===== config.mk =====
export PLATFORM = sky130hd
export DESIGN_NAME = updown_counter_mod
export DESIGN_NICKNAME = d
export VERILOG_FILES = /design/src/rtl/updown_counter_mod.sv
export SDC_FILE = /design/constraint.sdc
export NUM_CORES = 1
export LEC_CHECK = 0
export CORE_ASPECT_RATIO = 1.5
export CORE_MARGIN = 10
export CORE_UTILIZATION = 49
export CTS_BUF_LIST = sky130_fd_sc_hd__clkbuf_16
export CTS_CLUSTER_DIAMETER = 30
export DETAILED_ROUTE_END_ITERATION = 8
export PLACE_DENSITY = 0.93
export SKIP_CTS_REPAIR_TIMING = 1
export SLEW_MARGIN = 10
export SYNTH_ARGS = -nofsm -noshare
export SYNTH_HDL_FRONTEND = slang
export SYNTH_SLANG_ARGS = --single-unit

===== constraint.sdc =====
create_clock -name clk -period 2.7 [get_ports clk]
set_clock_uncertainty 0.05 [all_clocks]
set_input_delay 0.405 -clock clk [delete_from_list [all_inputs] [get_ports clk]]
set_output_delay 0.405 -clock clk [all_outputs]
set_load 0.005 [all_outputs]

===== src/rtl/updown_counter_mod.sv =====
// Parametrised up/down counter over 0..MODULUS-1 with variable step, clear/load,
// per-cycle wrap or saturate, terminal-count flags and event pulses.
module updown_counter_mod #(
   parameter int WIDTH   = 8,
   parameter int MODULUS = 256,
   parameter int STEP_W  = 4
) (
   input  logic              clk,
   input  logic              reset,
   input  logic              clear,
   input  logic              load,
   input  logic [WIDTH-1:0]  load_val,
   input  logic              en,
   input  logic              up_down,
   input  logic [STEP_W-1:0] step,
   input  logic              sat_mode,
   output logic [WIDTH-1:0]  count,
   output logic              at_max,
   output logic              at_min,
   output logic              ovf,
   output logic              unf,
   output logic              load_err,
   output logic              sat_seen
);

   localparam logic [WIDTH:0]   MOD_EXT = (WIDTH+1)'(MODULUS);
   localparam logic [WIDTH:0]   MAX_EXT = (WIDTH+1)'(MODULUS - 1);
   localparam logic [WIDTH-1:0] MAX_VAL = WIDTH'(MODULUS - 1);

   // A single add/subtract of MODULUS only corrects a wrap if every step is below it.
   if (((1 << STEP_W) - 1) >= MODULUS) begin : g_step_check
      $error("updown_counter_mod: largest step (2^STEP_W-1) must be below MODULUS");
   end
   if ((MODULUS < 2) || (MODULUS > (1 << WIDTH))) begin : g_mod_check
      $error("updown_counter_mod: MODULUS must lie in 2..2^WIDTH");
   end

   logic [WIDTH:0]   cnt_ext;
   logic [WIDTH:0]   step_ext;
   logic [WIDTH:0]   sum_up;
   logic [WIDTH:0]   deficit;
   logic [WIDTH-1:0] count_next;
   logic             ovf_next;
   logic             unf_next;
   logic             load_err_next;
   logic             sat_seen_next;

   always_comb begin
      cnt_ext       = {1'b0, count};
      step_ext      = (WIDTH+1)'(step);
      sum_up        = cnt_ext + step_ext;
      deficit       = step_ext - cnt_ext;
      count_next    = count;
      ovf_next      = 1'b0;
      unf_next      = 1'b0;
      load_err_next = 1'b0;
      sat_seen_next = sat_seen;

      if (clear) begin
         count_next    = '0;
         sat_seen_next = 1'b0;
      end else if (load) begin
         if ({1'b0, load_val} < MOD_EXT) begin
            count_next = load_val;
         end else begin
            count_next    = MAX_VAL;
            load_err_next = 1'b1;
         end
      end else if (en && (step != '0)) begin
         if (up_down) begin
            if (sum_up > MAX_EXT) begin
               ovf_next = 1'b1;
               if (sat_mode) begin
                  count_next    = MAX_VAL;
                  sat_seen_next = 1'b1;
               end else begin
                  count_next = WIDTH'(sum_up - MOD_EXT);
               end
            end else begin
               count_next = WIDTH'(sum_up);
            end
         end else begin
            // Borrow case: the wrapped value is MODULUS minus the shortfall.
            if (cnt_ext < step_ext) begin
               unf_next = 1'b1;
               if (sat_mode) begin
                  count_next    = '0;
                  sat_seen_next = 1'b1;
               end else begin
                  count_next = WIDTH'(MOD_EXT - deficit);
               end
            end else begin
               count_next = WIDTH'(cnt_ext - step_ext);
            end
         end
      end
   end

   always_ff @(posedge clk or negedge reset) begin
      if (!reset) begin
         count    <= '0;
         ovf      <= 1'b0;
         unf      <= 1'b0;
         load_err <= 1'b0;
         sat_seen <= 1'b0;
      end else begin
         count    <= count_next;
         ovf      <= ovf_next;
         unf      <= unf_next;
         load_err <= load_err_next;
         sat_seen <= sat_seen_next;
      end
   end

   assign at_max = (count == MAX_VAL);
   assign at_min = (count == '0);

endmodule


# == After elaboration in Yosys (flattened, before gate mapping) ==
# Index checks and enable logic that the tools add are counted.
# Widths: inputs -> output; s select.
# totals
register_bits,11
latchBits,0
ram_bits,0
romBits,0
input_bits,19
output_inout_bits,14
wordCells,46
mem_count,0
# classes
n_addsub,5
mul,0
div,0
magnitude_cmp,2
eq_ne,3
shifts,0
n_mux,25
bitwise,0
n_reduce_logical,7
# ops
op,n
$mux 8,8
$mux 1,17
$add 8x4->9,1
$gt 9x8->1 const B,1
$eq 8x8->1 const B,1
$logic_not 8->1,1
$lt 8x4->1,1
$sub 1x8->8 const A,1
$sub 4x8->8,1
$sub 8x1->8 const B,1
$sub 8x4->8,1
$reduce_bool 3->1,2
$reduce_and 4->1,1
$reduce_bool 4->1,1
$ne 3x2->1 const B,1
$ne 2x2->1 const B,1
$reduce_bool 2->1,1
$logic_and 1x1->1,1

# == Longest topological paths before layout ==
# Gate-level depths: netlist of the first run.
# logic_depth
depth_word,8
mapped_depth,9
mapped_depth_nobuf,9

# == Worst setup path after synthesis of the first run ==
# No wires, ideal clock.
# synth_path
kind,flip-flop to flip-flop
start,register count[0]
end,register count[6]
setup_time_ps,133
t_arrival_ps,2231
required_ps,2517
setup_slack_ps,286
path_stages_with_launch,10
n_path_buf,0
synth_period_minus_slack_ps,2414
cell_sequence,dfrtp_1 > inv_1 > ha_1 > inv_1 > fa_1 > a21o_1 > a2111oi_4 > mux2_1 > o211ai_1 > o22ai_2
# synth_between
elab_chain_len,8
elab_cells_between_ends,15
classes_between,5 x add/sub; 2 x order compare; 8 x mux
# synth_rtl
item,line,source
from (decl),17,"output logic [WIDTH-1:0] count,"
from (signal assigned),107,count <= count_next;
$sub 4x8->8 / $add 8x4->9 (equally long branches),"52, 51",
$sub 1x8->8 / $sub 8x1->8 (equally long branches),"90, 77",
$mux 8 (on tied branches),"86, 73",
$mux 8 (on tied branches),"84, 71",
$mux 8 *,70,if (up_down) begin
$mux 8 *,69,end else if (en && (step != '0)) begin
$mux 8 *,62,end else if (load) begin
$mux 8 *,59,if (clear) begin
# Every way passes the cells marked *; elsewhere a longest branch is shown, timed or not. The select of a mux whose other input is x is not followed.
# A chain may end at the register's enable or synchronous reset.

# == Worst setup path in the final report of the first run ==
# layout_path
start,input step[1]
end,register count[6]
# layout_between
elab_chain_len,8
elab_cells_between_ends,18
classes_between,5 x add/sub; 2 x order compare; 8 x mux; 3 x reduce/logical
# layout_rtl
item,line,source
from (decl),15,"input logic [STEP_W-1:0] step,"
$sub 4x8->8 / $add 8x4->9 (equally long branches),"52, 51",
$sub 1x8->8 / $sub 8x1->8 (equally long branches),"90, 77",
$mux 8 (on tied branches),"86, 73",
$mux 8 (on tied branches),"84, 71",
$mux 8,70,
$mux 8,69,
$mux 8,62,
$mux 8,59,
# Several ways; a longest one is shown, not always the timed one. The select of a mux whose other input is x is not followed.

==> results.json, run 1 <==
{
  "stdcell_count": 218,
  "netlist_area_um2": 1240,
  "period_needed_ps": 2550,
  "core_area_um2": 2450,
  "setup_viol": 0,
  "ant_nets": 0,
  "first_global_vias": 1493,
  "num_io_pins": 33,
  "cp-end-kind": "register",
  "wire_per_inst_um": 19.7,
  "rsz0062_at_grt": "no",
  "die_area_um2": 5000,
  "drive_above_1_share_pct": 14.4,
  "row_count": 22,
  "start_kind": "primary input",
  "async_flop_share_pct": 100,
  "fmax_mhz": 392,
  "path_cells": "clkdlybuf4s50_1 > inv_1 > fa_1 > a21o_1 > a2111oi_4 > mux2_1 > o211ai_1 > o22ai_2",
  "ys_warn_count": 0,
  "firstDrtPassIters": 4,
  "num_vias": 1412,
  "critical_path_class": "primary input to register",
  "leakagePower_nw": 0.720,
  "maxCapViolations": 0,
  "grt_antenna_before_repair": 0,
  "slew_violations": 0,
  "placed_cells": 214,
  "drtIter0Drc": 49,
  "cts_tree": "yes",
  "yosysSeqAreaShare_pct": 22.1,
  "slowest_delay_ps": 470,
  "htree_levels": 1,
  "route.detailed.drc": 0,
  "cp.required_ps": 2770,
  "layout.nets": 224,
  "relSlewSlack_pct": 63.1,
  "hpwl_mm": 3.26,
  "avgViaCountPerCell": 6.48,
  "synth_fp_nets": 181,
  "cpMaxStageDelayCell": "clkdlybuf4s50_1",
  "grt_pass1_wl_mm": 6.96,
  "finalWirelength_mm": 4.30,
  "multi_input_area_um2": 863,
  "place_congestion": 0.931,
  "antennaDiodeCount": 0,
  "ys_ff_latch": 11,
  "ys_types": 52,
  "synth-main-ff-cell": "dfrtp_1",
  "worst_pin_slew_ps": 552,
  "cts-root-buf": "clkbuf_16",
  "regArea_um2": 275,
  "die_w_um": 61.1,
  "hold_viol": 0,
  "track_usage_pct": 18.0,
  "syn_to_final_growth_pct": 37.8,
  "syn_avg_cell_area_um2": 8.18,
  "io_buffers": 31,
  "fillers": 196,
  "postLayoutCellArea_um2": 1710,
  "grt_overflow": 0,
  "cts_buffer_depth": 2,
  "die_h_um": 81.7,
  "initial_core_util_pct": 50.8,
  "synth_edf_count": 0,
  "numCtsBuffers": 3,
  "grt_max_degree": 12,
  "ir_drop_mv": 0.455,
  "status": "finished, final reports clean",
  "clock-sinks": 11,
  "post-route-period-util_pct": 94.6,
  "netlist_instances": 152,
  "clkSlewWorstSetupHoldPaths_ps": 40,
  "power_density_nw_per_um2": 481,
  "clk_latency_ps": 240,
  "min_path_type": "register to register",
  "cp_max_fo": 2,
  "dpl_cell_area_um2": 1630,
  "worstPathArrival_ps": 2620
}
## kinds of logic (layout without fill, tap and decap cells)
family	Yosys count	after routing	synth area share, %
compound gates	56	56	33.9
simple gates	49	49	20.1
buf+inv	20	62	8.45
flops	11	11	22.1
fa+ha+maj	10	10	11.3
xor+xnor	3	3	2.11
mux	2	2	1.71
other cells	1	1	0.302
## area by class of cell
class / count / area share, %
Tap cell: 24 / 1.75
Clock buffer: 3 / 4.38
Timing Repair Buffer: 45 / 24.4
Inverter: 13 / 2.85
Multi-Input combinational cell: 121 / 50.4
Clock inverter: 1 / 0.219
Sequential cell: 11 / 16.1
## registers in the layout, indices dropped and copies added (netlist names)
name,count
sat_seen,1
unf,1
count,8
ovf,1
## worst paths after layout
path | from | endpoint | slack (ps) | cells past startpoint
worst max-delay path | step[1] | count[6] | 150 | 8
worst min-delay path | sat_seen | sat_seen | 450 | 1
worst min register to register | sat_seen | sat_seen | 450 | 1
worst max register to register | count[0] | count[6] | 190 | 9
max in group asynchronous | reset | count[2] | 1760 | 1
min in group asynchronous | reset | count[5] | 470 | 1
## synthesized netlist by cell type, drive strengths merged, types with 3 or more instances
library cell  number  area share (%)
nand2             11             3.3
inv               13             3.9
nor3               5             2.0
o21ai              6             2.7
xnor2              3             2.1
o211ai             4             2.4
nor2              16             4.8
dfrtp             11              22
o31ai              6             3.6
ha                 8             8.0
a21boi             3             1.8
a211oi             4             3.2
buf                5             3.6
a21oi             17             6.8
nand3              4             2.0
or4                3             1.8
## power by group
part / internal, mW / switching (mW) / total, mW
logic: 0.167 / 0.171 / 0.338
registers: 0.179 / 0.0321 / 0.211
clock network: 0.195 / 0.0802 / 0.275
## placed cells by master (no fill, tap or decap), types with 2 or more instances in the layout
cell,instances
ha_1,8
or4_1,3
clkdlybuf4s50_1,30
clkbuf_16,3
o2111ai_1,2
a211oi_2,2
o31ai_1,6
a21boi_1,2
nor2b_1,2
a211oi_1,2
dfrtp_1,11
nand2b_1,2
nor3_1,5
buf_4,14
inv_1,13
a21oi_1,17
nand3_1,3
xnor2_1,3
o211ai_1,4
o21ai_0,5
fa_1,2
nand2_1,11
nor2_1,16
## worst max-delay path, delay by kind of cell
kind / cells / cell delay (ps)
AOI/OAI and AO/OA: 4 / 890
muxes: 1 / 350
adders and majority gates: 1 / 440
buffers and inverters: 2 / 540
## stage by stage
step / util [%] / total power [mW] / setup WS [ps] / setup TNS (ps) / hold WS, ps
after floorplan: - / 0.410 / 286 / 0 / 59.4
after global placement: 66.6 / 0.531 / -193 / -376 / 435
after detailed placement: 66.6 / 0.540 / -275 / -873 / 442
after CTS: 69.9 / 0.818 / -24.7 / -24.7 / 456
after global routing: 70.0 / 0.862 / 38.4 / 0 / 484
final: 70.0 / 0.824 / 147 / 0 / 451
## per-layer routing
layer	part of all wire [%]	GRT usage (%)	vias up
met5	0	0	-
met4	3.4	7.57	0
met3	6.4	4.17	17
met2	53	33.0	58
met1	37	18.8	685
li1	-	-	652
Note: power is estimated with default switching activity, not from simulation.
==> inputs of run 2 (changes only) <==
--- a/config.mk
+++ b/config.mk
@@ -7,11 +7,11 @@
 export LEC_CHECK = 0
 export CORE_ASPECT_RATIO = 1.5
 export CORE_MARGIN = 10
-export CORE_UTILIZATION = 49
+export CORE_UTILIZATION = 52
 export CTS_BUF_LIST = sky130_fd_sc_hd__clkbuf_16
 export CTS_CLUSTER_DIAMETER = 30
 export DETAILED_ROUTE_END_ITERATION = 8
-export PLACE_DENSITY = 0.93
+export PLACE_DENSITY = 0.95
 export SKIP_CTS_REPAIR_TIMING = 1
 export SLEW_MARGIN = 10
 export SYNTH_ARGS = -nofsm -noshare
==> constraint.sdc (replaced) <==
create_clock -name clk -period 3.15 [get_ports clk]
set_clock_uncertainty 0.05 [all_clocks]
set_input_delay 0.4725 -clock clk [delete_from_list [all_inputs] [get_ports clk]]
set_output_delay 0.4725 -clock clk [all_outputs]
set_load 0.005 [all_outputs]
==> results.json, run 2 (synthesis results as in run 1) <==
{
  "finalWirelength_mm": 4.20,
  "drtIter0Drc": 65,
  "start_kind": "primary input",
  "row_count": 21,
  "cts_tree": "yes",
  "final_cell_mix": "clkdlybuf4s50_1 (31), a21oi_1 (17), nor2_1 (16)",
  "worst_pin_slew_ps": 535,
  "worstPathArrival_ps": 2910,
  "syn_to_final_growth_pct": 30.9,
  "largest_register": "count",
  "whs_ps": 485,
  "final_common_cell": "clkdlybuf4s50_1",
  "first_global_vias": 1423,
  "numCtsBuffers": 3,
  "rsz0062_at_grt": "no",
  "die_w_um": 59.9,
  "grt_antenna_before_repair": 0,
  "seqPwrFrac_pct": 26.3,
  "maxCapViolations": 0,
  "post-route-period-util_pct": 90.6,
  "period_needed_ps": 2850,
  "stdcell_count": 206,
  "fmax_mhz": 350,
  "p_comb_share_pct": 40.1,
  "place_congestion": 0.938,
  "ir_drop_mv": 0.396,
  "p_clk_share_pct": 33.5,
  "relSlewSlack_pct": 64.1,
  "cp_max_fo": 4,
  "reg2reg_depth": 9,
  "placed_cells": 202,
  "ant_nets": 0,
  "reg2reg_slack_ps": 530,
  "largest_reg_flops": 8,
  "die_h_um": 79.9,
  "io_buffers": 31,
  "die_area_um2": 4790,
  "power_density_nw_per_um2": 421,
  "drive_above_1_share_pct": 9.29,
  "clock-sinks": 11,
  "cp.required_ps": 3210,
  "avgViaCountPerCell": 6.86,
  "route.detailed.drc": 0,
  "clk_latency_ps": 240,
  "clkSlewWorstSetupHoldPaths_ps": 40,
  "grt_max_degree": 12,
  "cts_buffer_depth": 2,
  "cts-root-buf": "clkbuf_16",
  "initial_core_util_pct": 55.0,
  "sw_frac_of_total_pct": 34.5,
  "hpwl_mm": 3.24,
  "fin_tns_setup_ps": 0,
  "grt_overflow": 0,
  "min_path_type": "register to register",
  "slew_violations": 0,
  "hold_viol": 0,
  "track_usage_pct": 18.0,
  "holdPathStages": 1,
  "wire_per_inst_um": 20.4,
  "htree_levels": 1,
  "status": "finished, final reports clean",
  "critical_path_class": "primary input to register",
  "layout.nets": 213,
  "switchingPower_mw": 0.236,
  "p_int_mw": 0.449,
  "core_area_um2": 2260,
  "firstDrtPassIters": 5,
  "cp-end-kind": "register",
  "num_io_pins": 33,
  "num_vias": 1414,
  "antennaDiodeCount": 0,
  "grt_pass1_wl_mm": 6.91,
  "setup_viol": 0,
  "leakagePower_nw": 0.657
}
## run 2: worst max-delay path, stage by stage
cell,delay (ps)
clkdlybuf4s50_1,530
ha_1,190
inv_1,60
fa_1,400
a21o_1,250
a2111oi_4,360
mux2_1,360
o211ai_1,200
o22ai_2,100
## run 2: stage by stage
| stage | power (mW) | setup slack [ps] | utilization [%] | cell area [um2] |
|---|---|---|---|---|
| 6_report | 0.685 | 295 | 72.0 | 1630 |
| 5_1_grt | 0.720 | 182 | 72.0 | 1630 |
| 4_1_cts | 0.682 | 316 | 72.0 | 1630 |
| 3_5_place_dp | 0.449 | 67.2 | 68.5 | 1550 |
| 3_3_place_gp | 0.435 | 150 | 68.5 | 1550 |
| 2_1_floorplan | 0.352 | 736 | - | 1240 |
## run 2: final timing paths
check,from,endpoint
max,step[0],count[6]
min,sat_seen,sat_seen
max reg2reg,count[0],count[6]
min reg2reg,sat_seen,sat_seen
max in group asynchronous,reset,count[2]
min in group asynchronous,reset,count[5]
## run 2: metal layers
metal	global-route usage, %	part of all wire, %	wire [um]	vias up
li1	-	-	-	633
met1	18.9	34	1450	668
met2	32.2	55	2330	89
met3	3.34	6.0	253	24
met4	9.01	4.2	175	0
met5	0	0	0	-
## run 2: cell type report
cell class	count	area [um2]
Multi-Input combinational cell	121	863
Fill cell	171	632
Timing Repair Buffer	34	333
Sequential cell	11	275
Clock buffer	3	75.1
Inverter	13	48.8
Tap cell	23	28.8
Clock inverter	1	3.75
## run 2: power groups by stage
stage               logic, mW  registers, mW  clock network, mW
CTS                     0.272          0.179              0.232
global route            0.297          0.182              0.241
detailed placement      0.268          0.181                  0
global placement        0.256          0.179                  0
floorplan               0.180          0.171                  0
finish                  0.275          0.181              0.230
==> inputs of run 3 (changes only) <==
--- a/config.mk
+++ b/config.mk
@@ -12,7 +12,6 @@
 export CTS_CLUSTER_DIAMETER = 30
 export DETAILED_ROUTE_END_ITERATION = 8
 export PLACE_DENSITY = 0.95
-export SKIP_CTS_REPAIR_TIMING = 1
 export SLEW_MARGIN = 10
 export SYNTH_ARGS = -nofsm -noshare
 export SYNTH_HDL_FRONTEND = slang
==> results of run 3 <==
The final DEF is identical to that of run 2; final timing and power are the same.
